$ cat src/rtl/uart_imem_loader.sv
// UART program loader: receives a framed image over a serial line, writes it word by word
// into instruction memory and holds the CPU in reset until a frame's checksum verifies.
module uart_imem_loader #(
    parameter int CLK_HZ      = 100000000,
    parameter int BAUD        = 115200,
    parameter int ADDR_W      = 8,
    parameter int TIMEOUT_CYC = 2000000
) (
    input  logic              clk,
    input  logic              rstn,
    input  logic              uart_rx_i,
    input  logic              load_en_i,
    output logic              imem_we_o,
    output logic [ADDR_W-1:0] imem_addr_o,
    output logic [31:0]       imem_wdata_o,
    output logic              cpu_rstn_o,
    output logic              busy_o,
    output logic              done_o,
    output logic              err_o
);

    localparam int DIV    = CLK_HZ / BAUD;
    localparam int HALF   = DIV / 2;
    localparam int BAUD_W = $clog2(DIV);
    localparam int TMR_W  = $clog2(TIMEOUT_CYC + 1);
    localparam logic [16:0] MAX_WORDS = 17'(2 ** ADDR_W);

    // ------------------------------------------------------------------ UART receiver
    typedef enum logic [1:0] {RX_IDLE, RX_START, RX_DATA, RX_STOP} rxState_t;

    rxState_t          rxState, rxStateNext;
    logic              rxMeta, rxSync, rxPrev;
    logic [BAUD_W-1:0] baudCnt, baudCntNext;
    logic [2:0]        bitCnt, bitCntNext;
    logic [7:0]        rxShift, rxShiftNext;
    logic              byteValid, frameErr;

    always_ff @(posedge clk or negedge rstn) begin
        if (!rstn) begin
            rxMeta  <= 1'b1;
            rxSync  <= 1'b1;
            rxPrev  <= 1'b1;
            rxState <= RX_IDLE;
            baudCnt <= '0;
            bitCnt  <= '0;
            rxShift <= '0;
        end else begin
            rxMeta  <= uart_rx_i;
            rxSync  <= rxMeta;
            rxPrev  <= rxSync;
            rxState <= rxStateNext;
            baudCnt <= baudCntNext;
            bitCnt  <= bitCntNext;
            rxShift <= rxShiftNext;
        end
    end

    always_comb begin
        rxStateNext = rxState;
        baudCntNext = baudCnt + 1'b1;
        bitCntNext  = bitCnt;
        rxShiftNext = rxShift;
        byteValid   = 1'b0;
        frameErr    = 1'b0;
        case (rxState)
            RX_IDLE: begin
                baudCntNext = '0;
                if (rxPrev && !rxSync) rxStateNext = RX_START;
            end
            RX_START: begin
                // Mid-start re-check rejects short glitches on the line.
                if (baudCnt == BAUD_W'(HALF - 1)) begin
                    baudCntNext = '0;
                    bitCntNext  = '0;
                    rxStateNext = rxSync ? RX_IDLE : RX_DATA;
                end
            end
            RX_DATA: begin
                if (baudCnt == BAUD_W'(DIV - 1)) begin
                    baudCntNext = '0;
                    rxShiftNext = {rxSync, rxShift[7:1]};
                    bitCntNext  = bitCnt + 1'b1;
                    if (bitCnt == 3'd7) rxStateNext = RX_STOP;
                end
            end
            RX_STOP: begin
                if (baudCnt == BAUD_W'(DIV - 1)) begin
                    rxStateNext = RX_IDLE;
                    byteValid   = rxSync;
                    frameErr    = !rxSync;
                end
            end
            default: rxStateNext = RX_IDLE;
        endcase
    end

    // ------------------------------------------------------------------ frame parser
    typedef enum logic [2:0] {IDLE, CNT_LO, CNT_HI, DATA, CSUM} state_t;

    state_t            state, stateNext;
    logic              initDone;
    logic              cpuRstn, cpuRstnNext;
    logic              busy, busyNext;
    logic              done, doneNext;
    logic              err, errNext;
    logic              we, weNext;
    logic [ADDR_W-1:0] addr, addrNext;
    logic [31:0]       wdata, wdataNext;
    logic [23:0]       asmReg, asmNext;
    logic [7:0]        csum, csumNext;
    logic [7:0]        nLo, nLoNext;
    logic [15:0]       nWords, nWordsNext;
    logic [15:0]       wordIdx, wordIdxNext;
    logic [1:0]        byteIdx, byteIdxNext;
    logic [TMR_W-1:0]  timer, timerNext;
    logic              rxByte, rxBad, fail;

    assign rxByte = byteValid & load_en_i;
    assign rxBad  = frameErr & load_en_i;

    always_ff @(posedge clk or negedge rstn) begin
        if (!rstn) begin
            state    <= IDLE;
            initDone <= 1'b0;
            cpuRstn  <= 1'b0;
            busy     <= 1'b0;
            done     <= 1'b0;
            err      <= 1'b0;
            we       <= 1'b0;
            addr     <= '0;
            wdata    <= '0;
            asmReg   <= '0;
            csum     <= '0;
            nLo      <= '0;
            nWords   <= '0;
            wordIdx  <= '0;
            byteIdx  <= '0;
            timer    <= '0;
        end else begin
            state    <= stateNext;
            initDone <= 1'b1;
            cpuRstn  <= cpuRstnNext;
            busy     <= busyNext;
            done     <= doneNext;
            err      <= errNext;
            we       <= weNext;
            addr     <= addrNext;
            wdata    <= wdataNext;
            asmReg   <= asmNext;
            csum     <= csumNext;
            nLo      <= nLoNext;
            nWords   <= nWordsNext;
            wordIdx  <= wordIdxNext;
            byteIdx  <= byteIdxNext;
            timer    <= timerNext;
        end
    end

    always_comb begin
        stateNext   = state;
        cpuRstnNext = cpuRstn;
        busyNext    = busy;
        doneNext    = done;
        errNext     = err;
        weNext      = 1'b0;
        addrNext    = we ? addr + 1'b1 : addr;
        wdataNext   = wdata;
        asmNext     = asmReg;
        csumNext    = csum;
        nLoNext     = nLo;
        nWordsNext  = nWords;
        wordIdxNext = wordIdx;
        byteIdxNext = byteIdx;
        timerNext   = (state == IDLE || rxByte) ? '0 : timer + 1'b1;
        fail        = 1'b0;

        // The CPU comes out of reset once after power-up; afterwards only a good frame releases it.
        if (!initDone) cpuRstnNext = 1'b1;

        if (!load_en_i) begin
            if (state != IDLE) begin
                stateNext = IDLE;
                busyNext  = 1'b0;
            end
        end else begin
            case (state)
                IDLE: begin
                    if (rxByte && rxShift == 8'hA5) begin
                        stateNext   = CNT_LO;
                        cpuRstnNext = 1'b0;
                        busyNext    = 1'b1;
                        doneNext    = 1'b0;
                        errNext     = 1'b0;
                        addrNext    = '0;
                        csumNext    = '0;
                        byteIdxNext = '0;
                        wordIdxNext = '0;
                    end
                end
                CNT_LO: begin
                    if (rxByte) begin
                        nLoNext   = rxShift;
                        stateNext = CNT_HI;
                    end
                end
                CNT_HI: begin
                    if (rxByte) begin
                        nWordsNext = {rxShift, nLo};
                        if ({1'b0, rxShift, nLo} > MAX_WORDS) fail = 1'b1;
                        else if ({rxShift, nLo} == 16'd0)     stateNext = CSUM;
                        else                                  stateNext = DATA;
                    end
                end
                DATA: begin
                    if (rxByte) begin
                        csumNext    = csum + rxShift;
                        asmNext     = {rxShift, asmReg[23:8]};
                        byteIdxNext = byteIdx + 1'b1;
                        if (byteIdx == 2'd3) begin
                            weNext      = 1'b1;
                            wdataNext   = {rxShift, asmReg};
                            wordIdxNext = wordIdx + 16'd1;
                            if (wordIdx + 16'd1 == nWords) stateNext = CSUM;
                        end
                    end
                end
                CSUM: begin
                    if (rxByte) begin
                        if (rxShift == csum) begin
                            doneNext    = 1'b1;
                            busyNext    = 1'b0;
                            cpuRstnNext = 1'b1;
                            stateNext   = IDLE;
                        end else begin
                            fail = 1'b1;
                        end
                    end
                end
                default: stateNext = IDLE;
            endcase

            if (state != IDLE && (rxBad || timer == TMR_W'(TIMEOUT_CYC))) fail = 1'b1;

            if (fail) begin
                stateNext = IDLE;
                errNext   = 1'b1;
                busyNext  = 1'b0;
            end
        end
    end

    assign imem_we_o    = we;
    assign imem_addr_o  = addr;
    assign imem_wdata_o = wdata;
    assign cpu_rstn_o   = cpuRstn;
    assign busy_o       = busy;
    assign done_o       = done;
    assign err_o        = err;

endmodule

$ cat config.mk
export PLATFORM = sky130hd
export DESIGN_NAME = uart_imem_loader
export DESIGN_NICKNAME = d
export VERILOG_FILES = /design/src/rtl/uart_imem_loader.sv
export SDC_FILE = /design/constraint.sdc
export NUM_CORES = 1
export LEC_CHECK = 0
export BUFFER_PORTS_ARGS = -buffer_cell sky130_fd_sc_hd__buf_2
export CORE_MARGIN = 3
export CORE_UTILIZATION = 55
export DETAILED_ROUTE_END_ITERATION = 8
export PLACE_DENSITY = 0.88
export SLEW_MARGIN = 40
export SYNTH_ARGS = -nofsm -noshare
export SYNTH_HDL_FRONTEND = slang
export SYNTH_SLANG_ARGS = --single-unit
export TNS_END_PERCENT = 100
$ cat constraint.sdc
create_clock -name clk -period 2.3 [get_ports clk]
set_input_delay 0.23 -clock clk [delete_from_list [all_inputs] [get_ports clk]]
set_output_delay 0.23 -clock clk [all_outputs]
set_load 0.01 [all_outputs]
==> impl_metrics.tcl <==
set metrics [dict create \
    crit_path_start_kind "flip-flop" \
    postSynthAreaPerCell_um2 9.58 \
    hold_class "input port to flip-flop" \
    die-area_um2 16400 \
    antennaDiodeCount 0 \
    setup_slack_ns -0.227 \
    dpl_cell_area_um2 9240 \
    worst_slew_pin_slew_ns 0.678 \
    drt-vias-per-instance 6.01 \
    final_area_um2 10200 \
    period_needed_ns 2.53 \
    worst_setup_path_end_kind "flip-flop" \
    skew_ns 0.0140 \
    drtAntennaViolNets 0 \
    clkTransAtPathRegs_ns 0.08 \
    drcViolationCount 0 \
    dpl.cell_count 1134 \
    grt_max_degree 55 \
    grt_pass1_wl_mm 33.1 \
    cp_max_fo 3 \
    place.gp.congestion 0.899 \
    crit_type "flip-flop to flip-flop" \
    vias 7074 \
    power.density_nw_per_um2 632 \
    syn_nets 876 \
    grt_pass1_vias 6691 \
    insertion_delay_ns 0.44 \
    stdcell_count 1177 \
    grt_remaining_overflow 0 \
    ir_drop_uv 553 \
    async_flop_share_pct 100 \
    maxCapViolations 0 \
    yosys.cell_types.count 66 \
    failed_checks "negative setup slack" \
    whs_ns 0.224 \
    rows 43 \
    fp.dieH_um 128 \
    maxSlewHeadroom_pct 54.4 \
    clock_path_buffers 2 \
    fill_cells 916 \
    tns_ns -2.91 \
    cp.arrival_ns 2.90 \
    drt_wl_total_mm 22.4 \
    synth_warnings 0 \
    portBuffers 48 \
    antenna_found_initial 0 \
    io_pins 49 \
    cts_root_buffer "clkbuf_16" \
    layout_common_cells "nand2_1, dfrtp_1, buf_4, nor2_1, buf_2" \
    cts_sinks 170 \
    cts_tree "built" \
    start_util_pct 57.6 \
    multi_input_area_um2 3910 \
    drv_slew 0 \
    leakage_uw 0.00509 \
    setup_viol 56 \
    rsz0062_at_grt "true" \
    initialDrtViolationCount 756 \
    synthToLayoutAreaGrowth_pct 24.2 \
    drive_above_1_share_pct 24.7 \
    status "finished, violations left" \
    coreArea_um2 14200 \
    timing.fmax_mhz 396 \
    post-route-period-util_pct 110 \
    yosysSeqAreaShare_pct 52.0 \
    cp.required_ns 2.67 \
    wl_per_cell_um 19.0 \
    place_hpwl_mm 13.2 \
    synth_top_area_share_pct 51.0 \
    synth-main-ff-cell "dfrtp_1" \
    register_area_um2 4260 \
    synth_area_leaders "dfrtp_1, nand2_1, mux2_2" \
    ys_seq_elements 170 \
    finalHoldViolCount 0 \
    synth_top_cell_by_area "dfrtp_1" \
    synth_edf_count 0 \
    htreeDepth 4 \
    grt_usage_pct 25.3 \
    nets 1005 \
    dr.pass1.iters 5 \
    die_width_um 128 \
    cts_buffers 17 \
    synth_area_um2 8190 \
    final_common_cell "nand2_1" \
    synthesis.instances 855 \
]
[sequential cells by signal (all words and copies together), names as in the netlist, 2 cells and up, named ones only]
| name | flops |
|---|---|
| byteIdx | 2 |
| csum | 8 |
| asmReg | 24 |
| baudCnt | 10 |
| wordIdx | 16 |
| imem_addr_o | 8 |
| imem_wdata_o | 32 |
| rxShift | 8 |
| nLo | 8 |
| state | 3 |
| bitCnt | 3 |
| nWords | 16 |
| timer | 21 |
[Yosys cell counts (all sizes together), types with 3 or more instances]
cell type	n
dfstp	3
o211ai	3
ha	16
o31ai	7
nor3b	3
nand2	227
a31oi	8
dfrtp	167
nor2	77
nand4	20
inv	12
nor3	17
nor4	9
xor2	33
nand2b	4
clkbuf	29
a21o	5
or4	4
nor4b	3
o21a	3
nand3	30
and4	4
buf	7
xnor2	30
mux2	33
a22o	5
nor2b	3
and2	4
o21ai	43
and3	12
a21oi	12
[where the power goes]
part           total, uW  internal (uW)  switching [uW]
combinational        333            139             194
sequential          3070           3040            35.2
clock               3030           1600            1430
total               6430           4770            1660
[per-stage QoR]
step                      total power [uW]  setup WS [ns]  util (%)
final                                 6430         -0.227      71.6
after floorplan                       3250        -0.0921         -
after global placement                3420        -0.0700      65.0
after detailed placement              3440        -0.0780      65.0
after CTS                             6430        -0.0958      70.1
after global routing                  6640         -0.255      71.6
[routing by layer]
| layer | vias up | wire length (um) | global-route usage (%) | share of wire [%] |
|---|---|---|---|---|
| met5 | - | 0 | 0 | 0 |
| met2 | 383 | 10900 | 42.1 | 49 |
| met1 | 3437 | 8790 | 33.5 | 39 |
| met4 | 0 | 1020 | 8.18 | 4.6 |
| li1 | 3153 | - | - | - |
| met3 | 101 | 1650 | 5.00 | 7.4 |
[cell families after synthesis]
logic type	Yosys count	synth area share (%)
flip-flops	170	52.0
buffers and inverters	48	2.35
AO/OA/AOI/OAI	93	7.23
other	1	0.0458
XOR/XNOR	63	6.74
AND/OR/NAND/NOR	428	24.1
multiplexers	35	4.83
adder cells (fa/ha/maj)	17	2.69
[critical path: stages (launching register included)]
cell	delay, ns
dfrtp_2	0.43
or4_4	0.55
or4_4	0.46
o21bai_4	0.17
a21oi_4	0.10
nor3b_4	0.25
nand3_1	0.16
mux2_4	0.29
o21ai_2	0.05
[final timing paths]
check / slack [ns] / startpoint / to / cells after the start
setup / recovery: -0.23 / rxShift[1]$_DFFE_PN0P_ / state[1]$_DFFE_PN0P_ / 8
hold / removal: 0.22 / load_en_i / err_o$_DFFE_PN0P_ / 3
setup reg to reg: -0.23 / rxShift[1]$_DFFE_PN0P_ / state[1]$_DFFE_PN0P_ / 8
hold reg to reg: 0.36 / rxMeta$_DFF_PN1_ / rxSync$_DFF_PN1_ / 0
max in group asynchronous: 1.23 / rstn / rxMeta$_DFF_PN1_ / 3
min in group asynchronous: 0.31 / rstn / done_o$_DFFE_PN0P_ / 2
[repair_timing]
action / CTS / global route
gates resized for setup: 10 / 31
hold endpoints to repair: 48 / 0
gates cloned: 0 / 2
pin swaps: 4 / 8
buffers inserted: 1 / 6
setup endpoints to repair: 63 / 29
hold buffers: 2 / 0
[cell type report]
class	count	share of cell area, %
sequential	170	41.9
multi-input combinational	637	38.5
timing repair buffer	146	10.6
clock buffer	17	4.18
tap	180	2.21
clock inverter	15	2.17
inverter	12	0.467
(Power assumes the default switching activity.)
